$ cat src/rtl/cpu_pkg.sv
// Shared CPU definitions: address geometry, reset vector and the
// program-counter source select encoding.
package cpu_pkg;

  localparam int          ADDR_WIDTH   = 32;
  localparam logic [31:0] RESET_VECTOR = 32'h0000_0000;
  localparam int          INSTR_BYTES  = 4;

  typedef enum logic [1:0] {
    PC_SEQ    = 2'd0,
    PC_HOLD   = 2'd1,
    PC_BRANCH = 2'd2,
    PC_JUMP   = 2'd3
  } pc_sel_t;

  // Redirects win over stall so a taken control transfer is never lost.
  function automatic pc_sel_t pick_sel(input logic jump, input logic branch_taken,
                                       input logic stall);
    if (jump)              return PC_JUMP;
    else if (branch_taken) return PC_BRANCH;
    else if (stall)        return PC_HOLD;
    else                   return PC_SEQ;
  endfunction

endpackage

$ cat src/rtl/pc_next_logic.sv
// Combinational next-PC select: priority mux, target word alignment and
// the misaligned-target flag.
module pc_next_logic
  import cpu_pkg::*;
#(
  parameter int WIDTH = ADDR_WIDTH
) (
  input  logic [WIDTH-1:0] pc,
  input  logic [WIDTH-1:0] seq_pc,
  input  logic             stall,
  input  logic             branch_taken,
  input  logic [WIDTH-1:0] branch_target,
  input  logic             jump,
  input  logic [WIDTH-1:0] jump_target,
  output logic [WIDTH-1:0] next_pc,
  output logic             target_misaligned
);

  pc_sel_t          sel;
  logic [WIDTH-1:0] raw_target;

  assign sel = pick_sel(jump, branch_taken, stall);

  // Unselected targets never reach the outputs, so X on them stays contained.
  always_comb begin
    raw_target = '0;
    case (sel)
      PC_JUMP:   raw_target = jump_target;
      PC_BRANCH: raw_target = branch_target;
      default:   raw_target = '0;
    endcase
  end

  always_comb begin
    next_pc           = seq_pc;
    target_misaligned = 1'b0;
    case (sel)
      PC_JUMP, PC_BRANCH: begin
        next_pc           = {raw_target[WIDTH-1:2], 2'b00};
        target_misaligned = |raw_target[1:0];
      end
      PC_HOLD: next_pc = pc;
      default: next_pc = seq_pc;
    endcase
  end

endmodule

$ cat src/rtl/pc_unit.sv
// Program-counter stage: fetch address register plus next-address select.
// PC_out updates every rising edge to next_PC; rst (active low) is asynchronous.
module pc_unit #(
  parameter int               WIDTH        = cpu_pkg::ADDR_WIDTH,
  parameter logic [WIDTH-1:0] RESET_VECTOR = WIDTH'(cpu_pkg::RESET_VECTOR),
  parameter int               INC          = cpu_pkg::INSTR_BYTES
) (
  input  logic             clk,
  input  logic             rst,
  input  logic             stall,
  input  logic             branch_taken,
  input  logic [WIDTH-1:0] branch_target,
  input  logic             jump,
  input  logic [WIDTH-1:0] jump_target,
  output logic [WIDTH-1:0] PC_out,
  output logic [WIDTH-1:0] next_PC,
  output logic [WIDTH-1:0] pc_plus_inc,
  output logic             target_misaligned
);
  import cpu_pkg::*;

  // Wraps modulo 2^WIDTH by construction; no carry-out is kept.
  assign pc_plus_inc = PC_out + WIDTH'(INC);

  pc_next_logic #(.WIDTH(WIDTH)) u_next (
    .pc                (PC_out),
    .seq_pc            (pc_plus_inc),
    .stall             (stall),
    .branch_taken      (branch_taken),
    .branch_target     (branch_target),
    .jump              (jump),
    .jump_target       (jump_target),
    .next_pc           (next_PC),
    .target_misaligned (target_misaligned)
  );

  always_ff @(posedge clk or negedge rst) begin
    if (!rst) PC_out <= RESET_VECTOR;
    else      PC_out <= next_PC;
  end

endmodule

$ cat config.mk
export PLATFORM = sky130hd
export DESIGN_NAME = pc_unit
export DESIGN_NICKNAME = d
export VERILOG_FILES = /design/src/rtl/cpu_pkg.sv /design/src/rtl/pc_next_logic.sv /design/src/rtl/pc_unit.sv
export SDC_FILE = /design/constraint.sdc
export NUM_CORES = 1
export LEC_CHECK = 0
export CORE_MARGIN = 2
export CORE_UTILIZATION = 35
export DETAILED_ROUTE_END_ITERATION = 8
export HOLD_SLACK_MARGIN = 0.02
export PLACE_DENSITY_LB_ADDON = 0.25
export SKIP_LAST_GASP = 1
export SLEW_MARGIN = 20
export SYNTH_ARGS = -nofsm -noshare
export SYNTH_HDL_FRONTEND = slang
export SYNTH_SLANG_ARGS = --single-unit
$ cat constraint.sdc
create_clock -name clk -period 2.7 [get_ports clk]
set_clock_uncertainty 0.2 [all_clocks]
set_input_delay 0.405 -clock clk [delete_from_list [all_inputs] [get_ports clk]]
set_output_delay 0.405 -clock clk [all_outputs]
set_load 0.02 [all_outputs]
* After elaboration in Yosys (flattened, before gate mapping)
Index checks and enable logic that the tools add are counted.
** Storage, ports and cells
- Output and inout port bits :: 97
- Bits of input ports :: 69
- Bits in registers :: 32
** Cells by class
- Reduce and logical (&&, ||, !) cells :: 2
- Muxes and demuxes :: 6
- $add $sub $neg :: 1
- Eq/ne operators :: 3
** Operators by type and width (count)
- case mux 32 bit (2 select lines) :: 2
- adder 32 x 3 -> 32 bit (second input constant) :: 1
- == test 2 bit (second input constant) :: 2
- 2-to-1 mux 2 bit :: 2
- OR reduction 2 bit :: 2
- == test 2 x 1 -> 1 bit (second input constant) :: 1
- 2-to-1 mux 1 bit :: 2

* Longest topological paths before layout
Gate-level depths: netlist (run 1).
- Word-level depth :: 7
- Gate-level depth with buffers :: 7
- Gate-level depth less buffers :: 6

* Hierarchy
Synthesis (run 1) repeated with hierarchy kept, for this count alone.
** Second synthesis, totals
- Cell total of the unflattened synthesis :: 232
- Area total of the unflattened synthesis :: 2103.3 um2
** Modules (own cells, without submodules)
- pc_unit :: area an instance 1410.1 um2, cells each 114, instances 1
- pc_next_logic :: area an instance 693.2 um2, cells each 118, instances 1

* Worst setup path before layout (run 1)
No wires, ideal clock.
- Path type :: flip-flop to output port
- Start point :: reg PC_out[2]
- End point :: out next_PC[28]
- Setup slack :: -0.015 ns
- Arrival time :: 2.110 ns
- Cell stages (with the launch flop) :: 7
- Data required time :: 2.095 ns
- Cell sequence :: dfrtp_1 -> ha_1 -> nand2_1 -> nor3_4 -> nand3_1 -> xnor2_1 -> a221o_1
** Between the ends
- Longest elaborated chain between the ends :: 2
** Ends and longest elaborated chain
- start, declared :: RTL line pc_unit.sv:15 : output logic [WIDTH-1:0] PC_out,
- start signal, assigned :: RTL line pc_unit.sv:39 : else PC_out <= next_PC;
- adder 32 x 3 -> 32 bit :: RTL line pc_unit.sv:23 : assign pc_plus_inc = PC_out + WIDTH'(INC);
- via pc_plus_inc[28] :: RTL line pc_unit.sv:17 : output logic [WIDTH-1:0] pc_plus_inc,
- case mux 32 bit (2 select lines) :: RTL line pc_next_logic.sv:37 : case (sel)
- end, declared :: RTL line pc_unit.sv:16 : output logic [WIDTH-1:0] next_PC,
The timed path passes the listed nets, and every way through them passes these cells.

* Worst setup path in the final report (run 1)
- Start point :: reg PC_out[3]
- End point :: out next_PC[18]
** Between the ends
- Longest elaborated chain between the ends :: 2
** Ends and longest elaborated chain (RTL line)
- adder 32 x 3 -> 32 bit :: pc_unit.sv:23
- case mux 32 bit (2 select lines) :: pc_next_logic.sv:37
Every way passes these cells.

==> results.toml, run 1 <==
[run_status]
status = "complete, but fails checks"
violations = "negative setup slack"

[final_layout]
ff_latch_area_um2 = 803
largest_reg_flops = 32
largestRegisters = "PC_out x32"
diodes = 0
fin_area_um2 = 5320
top_register = "PC_out"
syn_to_final_growth_pct = 117
finalNetCount = 612
fillers = 487
multi_input_area_um2 = 1820
layout-drive-gt1-share_pct = 42.0

[timing]
rsz0062_at_grt = "true"
final-max-slew-violation-count = 0
layout_min_cycle_time_ns = 2.85
finalSetupViolations = 18
fmax_mhz = 351
worst_pin_slew_ns = 0.772
slew_headroom_pct = 48.5
final.setup.tns_ns = -1.19
hold_viol_final = 0
min_period_over_period_pct = 106
whs_ns = 0.355
setup_ws_ns = -0.149

[flow_run]
timing.max_cap.violations = 0

[routing]
routed_wl_um = 10500
vias = 3251
routedWlPerCell_um = 16.5
drc = 0
routed_via_density = 5.09
ant_nets = 0
first_iter_violations = 136
drtPass1Iterations = 5

[synth]
synthArstFlopShare_pct = 100
ys.flop_type = "dfrtp_1"
ys_ff_latch = 32
yosys-top-cells-count = "33 x nand2_1, 32 x dfrtp_1, 31 x nor2_1, 19 x o21ai_0, 18 x xnor2_1"
syn_inst = 273
netlist_top_cells_area = "dfrtp_1 33%, xnor2_1 6.4%, mux2i_1 6.1%"
synth-edff-count = 0
seq_area_frac_synth_pct = 32.7
yosys.area.top_type = "dfrtp_1"
synth_area_um2 = 2450
synth_most_common_cell = "nand2_1"
netlist.area_leader.share_pct = 32.7
synth_warnings = 0
avgSynthCellArea_um2 = 8.98
postSynthNetCount = 343
synth_cell_types = 37

[worst_setup_path]
cp_max_fo = 4
worstPathRequired_ns = 2.10
start_kind = "register"
worstSetupEndpointType = "primary output"
r2r_slack_ns = 0.35
crit_chain = "ha_4 > nand4_1 > nor4_4 > buf_4 > buf_6 > nand3b_1 > xnor2_1 > a221o_1 > buf_6"
path_buf_inv = 3
cp_common_cell = "buf_6"
slowest_delay_ns = 0.43
cp_top_family = "buffers and inverters"
cp.arrival_ns = 2.24
crit_type = "register to primary output"
crit_slowest_cell = "dfrtp_1"

[power]
vdd_drop_max_uv = 347
leakagePower_nw = 2.54
p_per_area_nw_per_um2 = 403

[grt]
grt_max_degree = 33
track_usage_pct = 26.9
grt_pass1_vias = 3356
grt_first_pass_wirelength_um = 16100
antenna_found_initial = 0
globalRouteOverflowTotal = 0

[floorplanning]
ioPinCount = 166
die-area_um2 = 7690
core_um2 = 6790
die_w_um = 87.7
die_y_um = 87.7
rows = 30
start_util_pct = 36.1

[clock_tree]
insertion_delay_ns = 0.29
clk_transition_reported_paths_ns = 0.08
htree_levels = 2
cts_root_buffer = "clkbuf_8"
clockBufferDepth = 2
cts_num_sinks = 32
cts_tree = "done"
numCtsBuffers = 5

[place]
placed_area_um2 = 4790
place_ws_ns = -0.275
port_buffers = 165
gp_congestion = 0.820
dpl.hpwl_um = 7670

[worst_hold_path]
hp-class = "register to register"
worst reg2reg max path, stage by stage (launching register included):
cell and delay [ns]:
dfrtp_1 0.43, ha_4 0.19, nand4_1 0.14, nor4_4 0.16
buf_4 0.21, buf_4 0.13, nand2_2 0.06, xnor2_2 0.14
a221o_1 0.32, buf_4 0.14, buf_4 0.12
path summary, 6_finish.rpt:
kind                       depth (start not counted)           to      start
hold / removal                                     1    PC_out[1]  PC_out[1]
max in group asynchronous                          2   PC_out[13]        rst
setup reg to reg                                  10   PC_out[16]  PC_out[3]
hold reg to reg                                    1    PC_out[1]  PC_out[1]
setup / recovery                                   9  next_PC[18]  PC_out[3]
min in group asynchronous                          2   PC_out[23]        rst
layer usage:
layer / vias up / part of all wire [%] / global-route usage, %
met4: 0 / 1.5 / 6.71
met2: 143 / 54 / 50.6
met3: 16 / 6.9 / 6.50
met5: - / 0 / 0
met1: 1576 / 38 / 30.4
li1: 1516 / - / -
stage by stage:
step	power [mW]	instances	utilization, %
5_1_grt	2.25	639	78.3
3_3_place_gp	1.67	600	70.6
6_report	2.15	639	78.3
3_5_place_dp	1.69	600	70.6
2_1_floorplan	1.04	273	-
4_1_cts	2.07	621	73.8
layout by cell type (no fill, tap or decap), types with 2 or more instances in the layout:
cell,n
xor2_2,3
buf_12,2
dfrtp_1,30
buf_4,108
nand3_4,5
clkbuf_1,2
o21ai_0,19
nand4_4,2
and2_1,2
a21oi_1,13
nand3_2,2
nand2_4,2
xor2_1,7
mux2_2,2
mux2_4,6
clkbuf_2,7
nand4_1,7
inv_1,5
clkdlybuf4s50_1,105
mux2i_1,15
nand2_2,3
mux2_1,4
a22oi_1,6
dlygate4sd2_1,7
nor2_1,30
clkdlybuf4s15_2,4
nand2_1,28
clkbuf_8,6
buf_2,18
buf_6,26
nor4_4,4
dlymetal6s2s_1,3
nand4_2,2
xnor2_1,6
dfrtp_2,2
nor3_2,2
and3_4,2
a221o_1,12
xnor2_2,14
nand3_1,8
logic make-up (layout without fill, tap and decap cells):
group                      count (synthesis)  count (layout)  share of synthesized area [%]
xor gates and xnor gates                  31              31                           12.0
buffers and inverters                     24             294                           5.51
AOI/OAI and AO/OA                         51              51                           13.6
muxes                                     27              27                           11.6
DFF                                       32              32                           32.7
adders and majority gates                  1               1                          0.510
and+or+nand+nor                          107             107                           24.1
report_power, final:
group / switching, mW / internal (mW) / total (mW)
clock: 0.190 / 0.208 / 0.398
sequential: 0.0576 / 0.529 / 0.587
combinational: 0.557 / 0.606 / 1.16
what timing repair did:
item,4_1_cts,5_1_grt
endpoints found under the hold margin,14,0
buffers inserted,12,21
resized for setup,172,115
setup endpoints to repair,54,50
pin swaps,9,21
hold buffers,1,0
final cells by class:
class,instances,area share [%]
timing repair buffer,281,46.5
multi-input combinational,217,34.1
sequential,32,15.1
tap,96,2.26
clock buffer,8,1.69
inverter,5,0.353
Power figures use the tool's default switching activity.
==> run 2, diff against run 1 <==
--- a/config.mk
+++ b/config.mk
@@ -5,6 +5,7 @@
 export SDC_FILE = /design/constraint.sdc
 export NUM_CORES = 1
 export LEC_CHECK = 0
+export ABC_CLOCK_PERIOD_IN_PS = 3200
 export CORE_MARGIN = 2
 export CORE_UTILIZATION = 35
 export DETAILED_ROUTE_END_ITERATION = 8
==> constraint.sdc (replaced) <==
create_clock -name clk -period 3.2 [get_ports clk]
set_clock_uncertainty 0.2 [all_clocks]
set_input_delay 0.48 -clock clk [delete_from_list [all_inputs] [get_ports clk]]
set_output_delay 0.48 -clock clk [all_outputs]
set_load 0.02 [all_outputs]
==> run 2 against run 1 <==
Against the previous run: critical endpoint is now next_PC[11]; sequential share of layout area up 3.0 points; clock power shrank 15%; via count down 13%; utilization down 13 points; the run now ends clean; final cell count decreased by 13%; register-to-register slack gained 0.71 ns; largest power group unchanged; clock-buffer cell count decreased by 2; non-clock buffer count shrank 85; combinational power is 32% lower; routed wire length shrank 13%; sequential power is 13% lower.
==> results.toml, run 2 (synthesized netlist as in run 1, its figures left out) <==
[final_layout]
layout-drive-gt1-share_pct = 15.3
largest_reg_flops = 32
mostFrequentLayoutCells = "138 x clkdlybuf4s50_1, 33 x nand2_1, 31 x nor2_1, 29 x buf_4, 27 x dfrtp_1"
fin_area_um2 = 4470
top_register = "PC_out"
final_common_cell = "clkdlybuf4s50_1"
syn_to_final_growth_pct = 82.2
finalNetCount = 527
diodes = 0
largestRegisters = "PC_out x32"

[routing]
routed_wl_um = 9190
drc = 0
vias = 2832
routedWlPerCell_um = 16.6
first_iter_violations = 99
routed_via_density = 5.11
ant_nets = 0
drtPass1Iterations = 4

[clock_tree]
cts_tree = "done"
cts_num_sinks = 32
clockBufferDepth = 2
cts.hold.buffers_added = 0
cts_root_buffer = "clkbuf_8"
insertion_delay_ns = 0.29
htree_levels = 2
numCtsBuffers = 5
clk_transition_reported_paths_ns = 0.07

[worst_setup_path]
crit_chain = "clkdlybuf4s50_1 > or3_1 > buf_4 > mux2_1 > clkdlybuf4s50_1"
cp.arrival_ns = 2.38
worstReg2RegStart = "PC_out[14]"
startpoint = "stall"
worstSetupEndpointType = "primary output"
slowest_delay_ns = 0.54
crit_slowest_cell = "clkdlybuf4s50_1"
r2r_slack_ns = 1.06
crit_type = "input port to primary output"
start_kind = "input port"
worstPathRequired_ns = 2.52
cp_max_fo = 8
cp_common_cell = "clkdlybuf4s50_1"

[grt]
grt_max_degree = 46
track_usage_pct = 23.9
busiest_layer = "met2"
grt_first_pass_wirelength_um = 14200
grt_pass1_vias = 2861
grt_use_met3_pct = 7.16
globalRouteOverflowTotal = 0
met2_usage_pct = 43.9
antenna_found_initial = 0
use_met1_pct = 27.4

[floorplanning]
die_y_um = 87.7
start_util_pct = 36.1
ioPinCount = 166
die_w_um = 87.7
core_um2 = 6790
die-area_um2 = 7690
rows = 30

[power]
total_power_mw = 1.64
p_per_area_nw_per_um2 = 366
leakagePower_nw = 2.02
vdd_drop_max_uv = 225

[timing]
rsz0062_at_grt = "false"
fmax_mhz = 327
finalSetupViolations = 0
min_period_over_period_pct = 95.6
setup_ws_ns = 0.141
final-max-slew-violation-count = 0
layout_min_cycle_time_ns = 3.06
slew_headroom_pct = 47.0
worst_pin_slew_ns = 0.795
hold_viol_final = 0
final.setup.tns_ns = 0

[run_status]
status = "finished clean"

[place]
dpl.hpwl_um = 7150
placed_area_um2 = 4310
port_buffers = 165
place_ws_ns = 0.117
gp_congestion = 0.845

[flow_run]
timing.max_cap.violations = 0

[worst_hold_path]
hp-class = "input port to async pin"
run 2: per-stage QoR:
| stage | std cells | utilization, % | hold WS, ns |
|---|---|---|---|
| 6_report | 554 | 65.8 | 0.0640 |
| 5_1_grt | 554 | 65.8 | 0.131 |
| 4_1_cts | 554 | 65.3 | 0.102 |
| 3_5_place_dp | 541 | 63.5 | 0.343 |
| 3_3_place_gp | 541 | 63.5 | 0.321 |
| 2_1_floorplan | 273 | - | -0.0156 |
run 2: repair_timing:
| item | CTS | global route |
|---|---|---|
| setup endpoints to repair | 18 | 19 |
| cloned | 0 | 0 |
| buffers inserted | 5 | 0 |
| gates resized for setup | 17 | 21 |
| endpoints found under the hold margin | 0 | 0 |
| pin swaps | 4 | 1 |
run 2: per-layer routing:
metal | vias to the layer above | part of all wire [%]
met3 | 10 | 8.0
met4 | 0 | 0.99
met1 | 1364 | 40
li1 | 1338 | -
met2 | 120 | 51
met5 | - | 0
run 2: critical path: cells and delay by family:
family,cells,cell delay (ns)
buffers and inverters,3,1.18
and+or+nand+nor,1,0.38
muxes,1,0.33
run 2: final timing paths:
kind,end,cells past startpoint
max,next_PC[11],5
min,PC_out[31],1
max reg2reg,PC_out[22],7
min reg2reg,PC_out[0],1
max in group asynchronous,PC_out[13],1
min in group clk,PC_out[0],1
run 2: cell type report:
class	instances	area, um2
Clock inverter	2	10.0
Tap cell	96	120
Inverter	5	18.8
Timing Repair Buffer	196	1900
Fill cell	575	2320
Sequential cell	32	807
Multi-Input combinational cell	217	1530
Clock buffer	6	82.6
run 2: where the power goes:
| part | leakage [nW] | switching, mW | internal (mW) |
|---|---|---|---|
| sequential | 0.385 | 0.0644 | 0.447 |
| combinational | 1.58 | 0.392 | 0.394 |
| clock | 0.0510 | 0.168 | 0.172 |
